File: config.mk
export PLATFORM = sky130hd
export DESIGN_NAME = rv_ex_mdu
export DESIGN_NICKNAME = d
export VERILOG_FILES = /design/src/rtl/rv_ex_mdu.sv
export SDC_FILE = /design/constraint.sdc
export NUM_CORES = 1
export LEC_CHECK = 0
export BUFFER_PORTS_ARGS = -buffer_cell sky130_fd_sc_hd__buf_2
export CAP_MARGIN = 25
export CELL_PAD_IN_SITES_DETAIL_PLACEMENT = 1
export CELL_PAD_IN_SITES_GLOBAL_PLACEMENT = 2
export CORE_MARGIN = 10
export CORE_UTILIZATION = 39
export DETAILED_ROUTE_END_ITERATION = 8
export MAX_ROUTING_LAYER = met4
export PLACE_DENSITY = 0.95
export SKIP_LAST_GASP = 1
export SLEW_MARGIN = 5
export SYNTH_ARGS = -nofsm -noshare
export SYNTH_HDL_FRONTEND = slang
export SYNTH_SLANG_ARGS = --single-unit
export TNS_END_PERCENT = 30
File: constraint.sdc
create_clock -name clk -period 10.2 [get_ports clk]
set_input_delay 3.06 -clock clk [delete_from_list [all_inputs] [get_ports clk]]
set_output_delay 3.06 -clock clk [all_outputs]
set_load 0.01 [all_outputs]
File: src/rtl/rv_ex_mdu.sv
// rv_ex_mdu: iterative radix-2 RV32M/RV64M multiply/divide unit with stall handshake and flush
module rv_ex_mdu #(
  parameter int XLEN       = 32,
  parameter int REG_ADDR_W = 5
) (
  input  logic                  clk,
  input  logic                  rst,
  input  logic                  start_i,
  input  logic [2:0]            fun3_i,
  input  logic [XLEN-1:0]       op1_i,
  input  logic [XLEN-1:0]       op2_i,
  input  logic [REG_ADDR_W-1:0] waddr_i,
  input  logic                  flush_i,
  output logic                  stall_o,
  output logic                  busy_o,
  output logic                  valid_o,
  output logic                  we_o,
  output logic [REG_ADDR_W-1:0] waddr_o,
  output logic [XLEN-1:0]       result_o
);
  localparam int CW = $clog2(XLEN);
  typedef enum logic [1:0] {IDLE, CALC, DONE} state_t;
  state_t state, state_n;
  logic [CW-1:0] cnt;
  logic [2:0] fun3;
  logic [REG_ADDR_W-1:0] waddr_q;
  logic [2*XLEN-1:0] acc, acc_n, prod;
  logic [XLEN-1:0] opb, m1_i, m2_i, fast_res, quo, rem, res_n;
  logic [XLEN:0] sum, cand, diff;
  logic s1, s2, s1_i, s2_i, accept, zero_i, ovf_i, fast_i, last;
  always_comb begin
    accept   = state == IDLE && start_i && !flush_i;
    s1_i     = (fun3_i[2] ? !fun3_i[0] : fun3_i[1:0] != 2'b11) && op1_i[XLEN-1];
    s2_i     = (fun3_i[2] ? !fun3_i[0] : fun3_i[1:0] == 2'b01) && op2_i[XLEN-1];
    m1_i     = s1_i ? -op1_i : op1_i;
    m2_i     = s2_i ? -op2_i : op2_i;
    zero_i   = op2_i == '0;
    ovf_i    = fun3_i[2] && !fun3_i[0] && op1_i == {1'b1, {(XLEN-1){1'b0}}} && &op2_i;
    fast_i   = fun3_i[2] && (zero_i || ovf_i);
    fast_res = zero_i ? (fun3_i[1] ? op1_i : '1) : (fun3_i[1] ? '0 : op1_i);
    // multiply: hi half accumulates, lo half shifts out the multiplier
    sum      = {1'b0, acc[2*XLEN-1:XLEN]} + (acc[0] ? {1'b0, opb} : '0);
    // divide: hi half is the partial remainder, lo half shifts dividend out and quotient in
    cand     = acc[2*XLEN-1:XLEN-1];
    diff     = cand - {1'b0, opb};
    acc_n    = fun3[2] ? (diff[XLEN] ? {cand[XLEN-1:0], acc[XLEN-2:0], 1'b0}
                                     : {diff[XLEN-1:0], acc[XLEN-2:0], 1'b1})
                       : {sum, acc[XLEN-1:1]};
    prod     = (s1 ^ s2) ? -acc_n : acc_n;
    quo      = (s1 ^ s2) ? -acc_n[XLEN-1:0] : acc_n[XLEN-1:0];
    rem      = s1 ? -acc_n[2*XLEN-1:XLEN] : acc_n[2*XLEN-1:XLEN];
    res_n    = fun3[2] ? (fun3[1] ? rem : quo)
                       : (fun3 == 3'b000 ? prod[XLEN-1:0] : prod[2*XLEN-1:XLEN]);
    last     = cnt == CW'(XLEN-1);
    state_n  = state;
    case (state)
      IDLE:    state_n = accept ? (fast_i ? DONE : CALC) : IDLE;
      CALC:    state_n = flush_i ? IDLE : (last ? DONE : CALC);
      default: state_n = IDLE;
    endcase
    stall_o  = accept || state == CALC;
    busy_o   = state != IDLE;
    valid_o  = state == DONE && !flush_i;
    we_o     = valid_o;
  end
  always_ff @(posedge clk or posedge rst) begin
    if (rst) begin
      state    <= IDLE;
      cnt      <= '0;
      fun3     <= '0;
      waddr_q  <= '0;
      acc      <= '0;
      opb      <= '0;
      s1       <= 1'b0;
      s2       <= 1'b0;
      result_o <= '0;
      waddr_o  <= '0;
    end else begin
      state <= state_n;
      if (accept) begin
        cnt     <= '0;
        fun3    <= fun3_i;
        waddr_q <= waddr_i;
        s1      <= s1_i;
        s2      <= s2_i;
        acc     <= {{XLEN{1'b0}}, fun3_i[2] ? m1_i : m2_i};
        opb     <= fun3_i[2] ? m2_i : m1_i;
        if (fast_i) begin
          result_o <= fast_res;
          waddr_o  <= waddr_i;
        end
      end else if (state == CALC && !flush_i) begin
        acc <= acc_n;
        cnt <= cnt + 1'b1;
        if (last) begin
          result_o <= res_n;
          waddr_o  <= waddr_q;
        end
      end
    end
  end
endmodule

# Word-level counts from Yosys, hierarchy flattened
# Cells that the tools add are included.
op_classes:
  n_addsub: 8
  eq_ne: 7
  n_mux: 35
  bitwise_logic: 1
  reduce_logical: 22
ops:
  columns: ["cell", "n"]
  rows:
  - ["two-way mux 32 bit", 17]
  - ["two-way mux 64 bit", 5]
  - ["negation 32 bit", 4]
  - ["negation 64 bit", 1]
  - ["adder 32 x 32 -> 33 bit", 1]
  - ["subtractor 33 x 32 -> 33 bit", 1]
  - ["== test 32 bit (second input constant)", 1]
  - ["zero test 32 bit", 1]
  - ["AND reduction 32 bit", 1]
  - ["two-way mux 5 bit", 6]
  - ["logical AND 1 bit", 10]
  - ["two-way mux 2 bit", 4]
  - ["nonzero test 2 bit", 3]
  - ["adder 5 x 1 -> 5 bit (second input constant)", 1]
  - ["== test 5 bit (second input constant)", 1]
  - ["== test 2 x 1 -> 1 bit (second input constant)", 2]
  - ["case mux 2 bit (2 select lines)", 1]
  - ["zero test 3 bit", 1]
  - ["AND reduction 3 bit", 1]
  - ["== test 2 bit (second input constant)", 1]
  - ["zero test 1 bit", 2]
  - ["zero test 2 bit", 1]
  - ["logical OR 1 bit", 2]
  - ["two-way mux 1 bit", 2]
  - ["3 further kinds", 3]
word_totals:
  ff_bits: 150
  in_bits: 76
  out_inout_bits: 41
  word_cells: 83

# Logic depth before layout (Yosys ltp)
logic_depth:
  ltp_word: 10
  ltp_mapped: 26

# Worst setup path before layout
# No wires, ideal clock.
synth_timing:
  path_type: "input port to output port"
  start: "input flush_i"
  end: "output stall_o"
  t_arrival_ns: 4.382
  slack_ns: 2.758
  stages: 5
  n_path_buf: 3
  cell_sequence: "or4b_2 -> clkbuf_1 -> buf_1 -> clkbuf_1 -> nand2_1"
synth_via:
  elab_chain_cells: 3
synth_rtl:
  columns: ["item", "line", "text"]
  rows:
  - ["from (decl)", "13", "input logic flush_i,"]
  - ["zero test 1 bit", "32", "accept = state == IDLE && start_i && !flush_i;"]
  - ["logical AND 1 bit", "32", null]
  - ["logical OR 1 bit", "61", "stall_o = accept || state == CALC;"]
  - ["to (decl)", "14", "output logic stall_o,"]
# No other way between the ends.

# Worst setup path in the final report
layout_timing:
  start: "input op2_i[0]"
  end: "register result_o[30]"
layout_via:
  elab_chain_cells: 6
  word_cells_on_any_way: 10
  cone_classes: "1 x eq/ne; 3 x mux; 6 x reduce/logical"
layout_rtl:
  columns: ["item", "line", "text"]
  rows:
  - ["from (decl)", "11", "input logic [XLEN-1:0] op2_i,"]
  - ["AND reduction 32 bit", "38", "ovf_i = fun3_i[2] && !fun3_i[0] && op1_i == {1'b1, {(XLEN-1){1'b0}}} && &op2_i;"]
  - ["logical AND 1 bit", "38", null]
  - ["logical OR 1 bit", "39", "fast_i = fun3_i[2] && (zero_i || ovf_i);"]
  - ["logical AND 1 bit", "39", null]
  - ["!= test 2 x 1 -> 1 bit (no line)", null, null]
  - ["AND reduction 3 bit (no line)", null, null]
  - ["to (signal assigned)", "89", "result_o <= fast_res;"]
  - ["to (signal assigned)", "96", "result_o <= res_n;"]
  - ["to (decl)", "19", "output logic [XLEN-1:0] result_o"]
# Several ways; a longest one is shown, not always the timed one. The select of a mux whose other input is x is not followed.
# A chain may end at the register's enable or synchronous reset.

==> metrics.txt <==
status=finished clean; #FFs+latches synth=150; initial antenna violation count=1; Clock Skews=0.0174 ns; clk sinks=150; Die Width=around 230 um; core area=roughly 0.042 mm^2; final setup vio count=0; CTS Hold Bufs=0; max-capacitance violation count=0; top area cells in the synthesized netlist=dfrtp_1, nand2_1, o21ai_0, a21oi_1, nor2_1; Tcrit/Tclk final=0.692; WP data required=about 11 ns; Reg area=0.00376 mm^2; TritonCTS Buffers=17; Synth Area per Inst=between 7 and 8 um^2; Worst-path clk slew=0.07 ns; WL/cell=26.3 um; Post-CTS Resized=0; Post-synth ARST share=1.00; first-pass GRT wire length=113000 um; critical path peak fanout=75; WP data arrival=7.39 ns; Tot GR Track Use=0.296; CTS max path bufs=2; post-route minimum period=7.06 ns; GPL Wtd Cong=1.02; worst setup path category=primary input to flop; Hold WC Path Type=flop to flop; htree depth=4; Post-Syn Instances=about 2300; clk root buf=clkbuf_16; drt total wl=74900 um; Final #Nets=2436; commonest cells in the netlist=nand2_1, nor2_1, o21ai_0; die area=around 0.051 mm^2; post-CTS setup buffer count=0; type of destination of the critical path=flop; Seq/Total Area, Yosys=0.227; synth warn=0; pwr/cell area=approximately 330 mW/mm^2; via count=18200; WHS=0.487 ns; Setup Total Neg Slack=0 ns; area grow syn2layout=9.45%; # fillers=5301; pin count of the biggest net entering global routing=101; Syn Nets=2410; ys flop type=dfrtp_1; FMAX=0.142 GHz; drt drc=0; cell taking the most area after synthesis=dfrtp_1; Synth Cell Area=0.0165 mm^2; post-synth top area share=0.227; Slew @ Worst Pin=0.967 ns; unrepaired setup endpoints after global routing=no; Multi-input gate area=0.0120 mm^2; Worst slew margin=0.355; GRT overflow=0; Fin. Hold Viols=0; Post-synth EDFFs=0; vias in the first global route=18200; Initial Util=0.394; Row Count=75; Port Buffers=around 120; CP startpoint kind=primary input; Boundary Pins=117; Die Y=226 um; Worst VDD drop=between 150 and 200 uV; CTS tree=yes; post-DR vias/cell=6.39; share of cells above drive strength 1=0.107; final number of max-transition violations=0; Yosys cell types=105; First DRT Iteration DRCs=2038; hpwl dp=between 50000 and 60000 um; worst-skew pair later-pin latency=0.46 ns; first-pass iteration count of the detailed router=5; Leak=7.54 nW; antenna-violating nets left=0; most frequent cell after synthesis=nand2_1
==> cell type report <==
cell class                 instances  area share
multi-input combinational       1908       0.663
sequential                       150       0.208
timing repair buffer             144      0.0448
tap                              539      0.0373
clock buffer                      19      0.0239
inverter                          66      0.0140
clock inverter                    13     0.00810
antenna                            4    0.000554
==> per-stage QoR <==
stage,util,instances,total power [mW],area [um^2],setup WS (ns)
floorplan,-,2261,3.77,16500,2.76
CTS,0.431,2838,5.82,18100,3.20
global route,0.431,2840,6.28,18100,2.70
detailed placement,0.417,2806,5.13,17500,2.73
finish,0.431,2843,5.95,18100,3.14
global placement,0.416,2805,5.01,17500,2.86
==> where the power goes <==
part           internal [mW]  leakage, nW  switching [mW]
Combinational           1.43         5.39            2.78
Sequential             0.802         1.87           0.274
Clock                  0.363        0.278           0.297
Total                   2.60         7.54            3.35
==> flip-flops by register name, summed over array words and instances (netlist names) <==
| signal | flops |
|---|---|
| acc | 64 |
| opb | 32 |
| result_o | 32 |
| cnt | 5 |
| waddr_o | 5 |
| waddr_q | 5 |
| fun3 | 3 |
| state | 2 |
| s1 | 1 |
| s2 | 1 |
==> final timing paths <==
check,startpoint,end,slack [ns],depth (start not counted)
worst max-delay path,op2_i[0],result_o[30],3.14,15
worst min-delay path,waddr_q[4],waddr_q[4],0.49,2
worst max register to register,acc[31],result_o[4],3.21,25
worst min register to register,waddr_q[4],waddr_q[4],0.49,2
max in group asynchronous,rst,result_o[15],6.01,3
min in group asynchronous,rst,acc[60],2.74,2
==> critical path, stage by stage <==
cell      delay (ns)
buf_2           0.14
inv_1           0.08
ha_1            0.16
nand2_1         0.06
or3_1           0.38
nor3_1          0.41
nand3_1         0.28
or3_1           0.43
nor4_2          0.18
buf_4           0.53
o21ai_1         0.18
a22oi_2         0.17
buf_4           0.61
o221ai_1        0.29
o32a_1          0.39
==> layer usage <==
layer  track usage  share of wire  wire [um]
met2         0.457           0.45      33700
met3        0.0379          0.064       4780
met1         0.377           0.43      32500
met4         0.140          0.052       3860
met5             -              0          0
==> placed cells by master (no fill, tap or decap), drive strengths merged, types with 26 or more instances in the layout <==
| cell type | count |
|---|---|
| nand2 | 292 |
| nor2 | 243 |
| o21ai | 216 |
| a21oi | 190 |
| dfrtp | 150 |
| buf | 143 |
| xnor2 | 97 |
| xor2 | 90 |
| ha | 71 |
| inv | 69 |
| nor3 | 64 |
| o211ai | 56 |
| and2 | 51 |
| a31oi | 43 |
| mux2i | 42 |
| nand3 | 35 |
| o31ai | 27 |
| a21o | 26 |
==> kinds of logic (layout without fill, tap and decap cells) <==
kind of cell,Yosys count,count (layout),synth area share
adders and majority gates,73,73,0.0562
buffers and inverters,203,242,0.0495
AOI/OAI and AO/OA,748,748,0.293
DFF,150,150,0.227
muxes,46,46,0.0284
xor gates and xnor gates,187,187,0.0992
other,0,4,0
and+or+nand+nor,854,854,0.246
Note: power is estimated with default switching activity, not from simulation.
